`src/rtl/handshaking_master_if.sv`:
```
// Purpose: valid/ready byte channel between handshaking_master and handshaking_slave.
// Signals:
//   data   master -> slave  payload
//   valid  master -> slave  payload valid
//   ready  slave  -> master slave accepts payload at this edge
interface handshaking_master_if #(
  parameter int unsigned DATA_WIDTH = 8
) ();
  logic [DATA_WIDTH-1:0] data;
  logic                  valid;
  logic                  ready;

  modport master (output data, output valid, input  ready);
  modport slave  (input  data, input  valid, output ready);
endinterface

```
`src/rtl/handshaking_master.sv`:
```
// Purpose: buffers producer bytes in a small FIFO and presents them one at a
//   time on a valid/ready channel; counts completed handshakes.
// Ports:
//   clk           rising-edge clock
//   rst           asynchronous active-low reset
//   wr_en_i       producer write strobe
//   wr_data_i     producer data
//   full_o        FIFO holds DEPTH entries
//   empty_o       FIFO holds no entries (output register excluded)
//   xfer_count_o  completed handshakes, wraps
//   ch            channel master side (data/valid out, ready in)
module handshaking_master #(
  parameter int unsigned DATA_WIDTH = 8,
  parameter int unsigned DEPTH      = 4,
  parameter int unsigned CNT_WIDTH  = 16
) (
  input  logic                  clk,
  input  logic                  rst,
  input  logic                  wr_en_i,
  input  logic [DATA_WIDTH-1:0] wr_data_i,
  output logic                  full_o,
  output logic                  empty_o,
  output logic [CNT_WIDTH-1:0]  xfer_count_o,
  handshaking_master_if.master  ch
);

  localparam int unsigned PTR_W = (DEPTH > 1) ? $clog2(DEPTH) : 1;
  localparam int unsigned OCC_W = PTR_W + 1;

  typedef enum logic {IDLE, SEND} state_e;

  state_e                state_q, state_d;
  logic [DATA_WIDTH-1:0] mem_q [DEPTH];
  logic [PTR_W-1:0]      wr_ptr_q, rd_ptr_q;
  logic [OCC_W-1:0]      occ_q;
  logic [DATA_WIDTH-1:0] data_q, data_d;
  logic                  valid_q, valid_d;
  logic [CNT_WIDTH-1:0]  xfer_count_q;
  logic                  push_c, pop_c, xfer_c;

  // Flags decode straight from the occupancy register.
  assign full_o       = (occ_q == OCC_W'(DEPTH));
  assign empty_o      = (occ_q == OCC_W'(0));
  assign push_c       = wr_en_i & ~full_o;
  assign xfer_c       = valid_q & ch.ready;
  assign ch.data      = data_q;
  assign ch.valid     = valid_q;
  assign xfer_count_o = xfer_count_q;

  // Next-state and pop decision; only pops from registered entries, so a write
  // can never bypass into data_out in the cycle it arrives.
  always_comb begin
    state_d = state_q;
    valid_d = valid_q;
    data_d  = data_q;
    pop_c   = 1'b0;
    unique case (state_q)
      IDLE: begin
        if (!empty_o) begin
          pop_c   = 1'b1;
          data_d  = mem_q[rd_ptr_q];
          valid_d = 1'b1;
          state_d = SEND;
        end
      end
      SEND: begin
        if (ch.ready) begin
          if (!empty_o) begin
            pop_c  = 1'b1;
            data_d = mem_q[rd_ptr_q];
          end else begin
            valid_d = 1'b0;
            state_d = IDLE;
          end
        end
      end
      default: begin
        valid_d = 1'b0;
        state_d = IDLE;
      end
    endcase
  end

  // State, output register, pointers, occupancy and transfer counter.
  always_ff @(posedge clk or negedge rst) begin
    if (!rst) begin
      state_q      <= IDLE;
      valid_q      <= 1'b0;
      data_q       <= '0;
      wr_ptr_q     <= '0;
      rd_ptr_q     <= '0;
      occ_q        <= '0;
      xfer_count_q <= '0;
    end else begin
      state_q <= state_d;
      valid_q <= valid_d;
      data_q  <= data_d;
      if (push_c) wr_ptr_q <= wr_ptr_q + PTR_W'(1);
      if (pop_c)  rd_ptr_q <= rd_ptr_q + PTR_W'(1);
      case ({push_c, pop_c})
        2'b10:   occ_q <= occ_q + OCC_W'(1);
        2'b01:   occ_q <= occ_q - OCC_W'(1);
        default: occ_q <= occ_q;
      endcase
      if (xfer_c) xfer_count_q <= xfer_count_q + CNT_WIDTH'(1);
    end
  end

  // Storage array; contents need no reset since occupancy gates every read.
  always_ff @(posedge clk) begin
    if (push_c) mem_q[wr_ptr_q] <= wr_data_i;
  end

endmodule
```
`src/flat_wrapper.sv`:
```
// flat-port wrapper written by rule: the top's interface ports become plain ports
module handshaking_master_flat 
#(
  parameter int unsigned DATA_WIDTH = 8,
  parameter int unsigned DEPTH      = 4,
  parameter int unsigned CNT_WIDTH  = 16
)
  (clk, rst, wr_en_i, wr_data_i, full_o, empty_o, xfer_count_o, ch_data, ch_valid, ch_ready);
  handshaking_master_if #(.DATA_WIDTH(DATA_WIDTH)) ch_i ();
  input  logic clk;
  input  logic rst;
  input  logic wr_en_i;
  input  logic [DATA_WIDTH-1:0] wr_data_i;
  output logic full_o;
  output logic empty_o;
  output logic [CNT_WIDTH-1:0] xfer_count_o;
  output wire logic [$bits(ch_i.data)-1:0] ch_data;
  output wire logic [$bits(ch_i.valid)-1:0] ch_valid;
  input wire logic [$bits(ch_i.ready)-1:0] ch_ready;
  assign ch_data = ch_i.data;
  assign ch_valid = ch_i.valid;
  assign ch_i.ready = ch_ready;
  handshaking_master #(.DATA_WIDTH(DATA_WIDTH), .DEPTH(DEPTH), .CNT_WIDTH(CNT_WIDTH)) u_core (.clk(clk), .rst(rst), .wr_en_i(wr_en_i), .wr_data_i(wr_data_i), .full_o(full_o), .empty_o(empty_o), .xfer_count_o(xfer_count_o), .ch(ch_i));
endmodule
```
`config.mk`:
```
export PLATFORM = sky130hd
export DESIGN_NAME = handshaking_master_flat
export DESIGN_NICKNAME = d
export VERILOG_FILES = /design/src/rtl/handshaking_master_if.sv /design/src/rtl/handshaking_master.sv /design/src/flat_wrapper.sv
export SDC_FILE = /design/constraint.sdc
export NUM_CORES = 1
export LEC_CHECK = 0
export CAP_MARGIN = 20
export CORE_MARGIN = 2
export CORE_UTILIZATION = 57
export CTS_CLUSTER_SIZE = 14
export DETAILED_ROUTE_END_ITERATION = 12
export GPL_TIMING_DRIVEN = 1
export HOLD_SLACK_MARGIN = 0.03
export PLACE_DENSITY = 0.94
export SLEW_MARGIN = 20
export SYNTH_ARGS = -nofsm -noshare
export SYNTH_HDL_FRONTEND = slang
export SYNTH_SLANG_ARGS = --single-unit
export TNS_END_PERCENT = 5
```
`constraint.sdc`:
```
create_clock -name clk -period 4.66 [get_ports clk]
set_clock_uncertainty 0.15 [all_clocks]
set_input_delay 0.932 -clock clk [delete_from_list [all_inputs] [get_ports clk]]
set_output_delay 0.932 -clock clk [all_outputs]
set_load 0.05 [all_outputs]
```
==> impl_metrics.csv <==
group,metric,value,unit
setup_path,r2r_end,"u_core.occ_q[2]$_DFFE_PN0P_",
synthesis,yosysUniqueCellTypes,29,
routing,wl_per_cell,18.32,um
setup_path,regToRegSetupSlack,2.40,ns
timing,fin_setup_tns,0,ns
routing,drc,0,
finish,final_common_cell,"clkdlybuf4s50_1",
finish,drive_gt1_share,17.51,%
clocking,clk_pin_slew,0.07,ns
timing,finalHoldViolations,0,
finish,final_cell_area,3316,um^2
synthesis,synthXorXnorAreaFrac,6.901,%
synthesis,synth_compound_area_share,0.7512,%
routing,vias,1517,
clocking,cts_tree,"yes",
synthesis,syn_nets,183,
routing,wirelength,4928,um
placement,dp_slack,1.358,ns
clocking,insertion_delay,0.34,ns
die,chipHeight,72.38,um
die,io_pins,39,
routing,firstDrtPassIters,4,
run,maxCapViolations,0,
synthesis,seq_area_frac_synth,67.04,%
synthesis,synth_edf_count,32,
clocking,cts_root_buf,"clkbuf_8",
finish,area_growth,24.41,%
power,power.density,661.9,nW/um^2
global_routing,grt_max_degree,34,
synthesis,netlist_instances,164,
placement,hpwl,3074,um
synthesis,synthMuxAreaShare,11.50,%
setup_path,crit_path_max_fanout,5,
setup_path,critPathKind,"reg2out",
die,rows,24,
timing,final_max_slew_viol_count,0,
timing,fmax,0.3258,GHz
synthesis,synth-seq-cells,65,
global_routing,overflow,0,
routing,first_iter_violations,89,
setup_path,worstSetupStartpointType,"register",
clocking,cts.sinks,65,
clocking,cts_resized,0,
timing,finalCritPeriodShare,65.87,%
synthesis,synth_top_family_by_area,"multiplexers",
finish,diodes,0,
die,die_w,72.38,um
timing,tightest_slew,0.6260,ns
synthesis,ys_warn_count,0,
synthesis,synth.avg_cell_area,16.25,um^2
finish,most-common-layout-cells,"clkdlybuf4s50_1, dfrtp_1, edfxtp_1",
clocking,cts_hold_buf,0,
synthesis,netlist_area,2665,um^2
global_routing,grt_pass1_vias,1519,
die,die_area,5238,um^2
worst_hold_path,hp-start,"u_core.xfer_count_o[15]$_DFFE_PN0P_",
synthesis,synth_top_flop_cell,"dfrtp_1",
placement,placed_cell_area,3103,um^2
global_routing,grtUsageTotal,21.15,%
finish,fin_nets,231,
timing,grt_setup_unrepaired,"false",
synthesis,synth_adder_area_share,3.568,%
clocking,htreeDepth,3,
setup_path,worstReg2RegStart,"u_core.occ_q[0]$_DFFE_PN0P_",
setup_path,worstPathArrival,1.99,ns
power,p_leak,1.322,nW
power,vdd.ir_drop.worst,402.0,uV
placement,portBuffers,38,
clocking,cts_buffers,9,
timing,setup_viol,0,
routing,ant_nets,0,
placement,gp_congestion,0.8767,
die,core_area,4414,um^2
timing,fin_crit,3.069,ns
die,initial_core_util,60.37,%
setup_path,cp.required,3.58,ns
clocking,clk_path_buf_depth,2,
global_routing,grt_pass1_wl,7783,um
worst_hold_path,hold_end,"u_core.xfer_count_o[15]$_DFFE_PN0P_",
worst_hold_path,min_path_type,"reg2reg",
synthesis,postSynth.asyncResetShare,50.77,%
global_routing,antenna_found_initial,0,
setup_path,reg2reg_depth,9,
clocking,post_cts_buffers,0,
synthesis,synthSimpleGateAreaFrac,7.981,%
timing,finalWorstSetupSlack,1.591,ns
worst_hold_path,holdPathStages,1,
status,status,"complete, no violations",
timing,slew_headroom,58.26,%
routing,vias_per_cell,5.639,
setup_path,cp-end-kind,"output port",
Yosys cell counts (all sizes together) (4+ instances only):
cell type	n	share of area, %
and2	5	1.2
dfrtp	33	31
edfxtp	32	36
ha	6	2.8
inv	10	1.4
mux2	10	4.2
mux4	8	6.9
nand2	8	1.1
nand3	4	0.75
nand4	5	1.7
nor2	6	0.85
xnor2	13	4.3
xor2	8	2.6
worst max path at each step:
stage	endpoint	start	slack (ns)	cells after the start
floorplan	u_core.occ_q[2]$_DFFE_PN0P_	ch_ready	2.14	9
global placement	u_core.occ_q[2]$_DFFE_PN0P_	ch_ready	1.45	10
detailed placement	u_core.occ_q[2]$_DFFE_PN0P_	ch_ready	1.36	10
CTS	empty_o	u_core.occ_q[0]$_DFFE_PN0P_	1.58	2
global route	u_core.occ_q[2]$_DFFE_PN0P_	ch_ready	1.50	10
finish	empty_o	u_core.occ_q[0]$_DFFE_PN0P_	1.59	2
where the power goes:
group	switching, mW	internal [mW]
clock	0.218	0.302
combinational	0.440	0.328
sequential	0.145	0.762
metrics by stage:
step                hold slack, ns  std cells  power (mW)  util (%)
floorplan                   0.3586        164       1.438         -
global route                0.3478        269       2.288     75.11
detailed placement          0.3198        253       1.675     70.29
CTS                         0.3339        269       2.208     75.11
finish                      0.3251        269       2.195     75.11
global placement            0.3102        253       1.640     70.29
final cells by class:
class / count / area (um^2)
Clock buffer: 11 / 131.4
Clock inverter: 5 / 81.33
Fill cell: 275 / 1099
Inverter: 10 / 37.54
Multi-Input combinational cell: 86 / 818.3
Sequential cell: 65 / 1787
Tap cell: 52 / 65.06
Timing Repair Buffer: 40 / 395.4
state kept, by name, indices dropped and copies added, names as in the netlist:
register	cells
u_core.state_q	1
u_core.xfer_count_o	16
u_core.wr_ptr_q	2
u_core.rd_ptr_q	2
u_core.ch.data	8
u_core.occ_q	3
u_core.ch.valid	1
u_core.mem_q	32
critical path, cell delays in order, from the launching register on:
cell and delay (ns):
dfrtp_1 0.45, nor3_4 0.33, clkdlybuf4s50_1 0.86
layer usage:
| metal | up-vias | routed length, um | track usage (%) |
|---|---|---|---|
| met1 | 777 | 2031 | 26.10 |
| met4 | 0 | 129 | 11.93 |
| met5 | - | 0 | 0 |
| li1 | 683 | - | - |
| met2 | 44 | 2572 | 33.23 |
| met3 | 13 | 194 | 6.806 |
cells by family (layout without fill, tap and decap cells):
group | Yosys count | count (layout)
AO/OA/AOI/OAI | 4 | 4
XOR/XNOR | 21 | 21
adder cells (fa/ha/maj) | 7 | 7
buffers and inverters | 13 | 66
flip-flops | 65 | 65
multiplexers | 19 | 19
AND/OR/NAND/NOR | 35 | 35
Note: power is estimated with default switching activity, not from simulation.
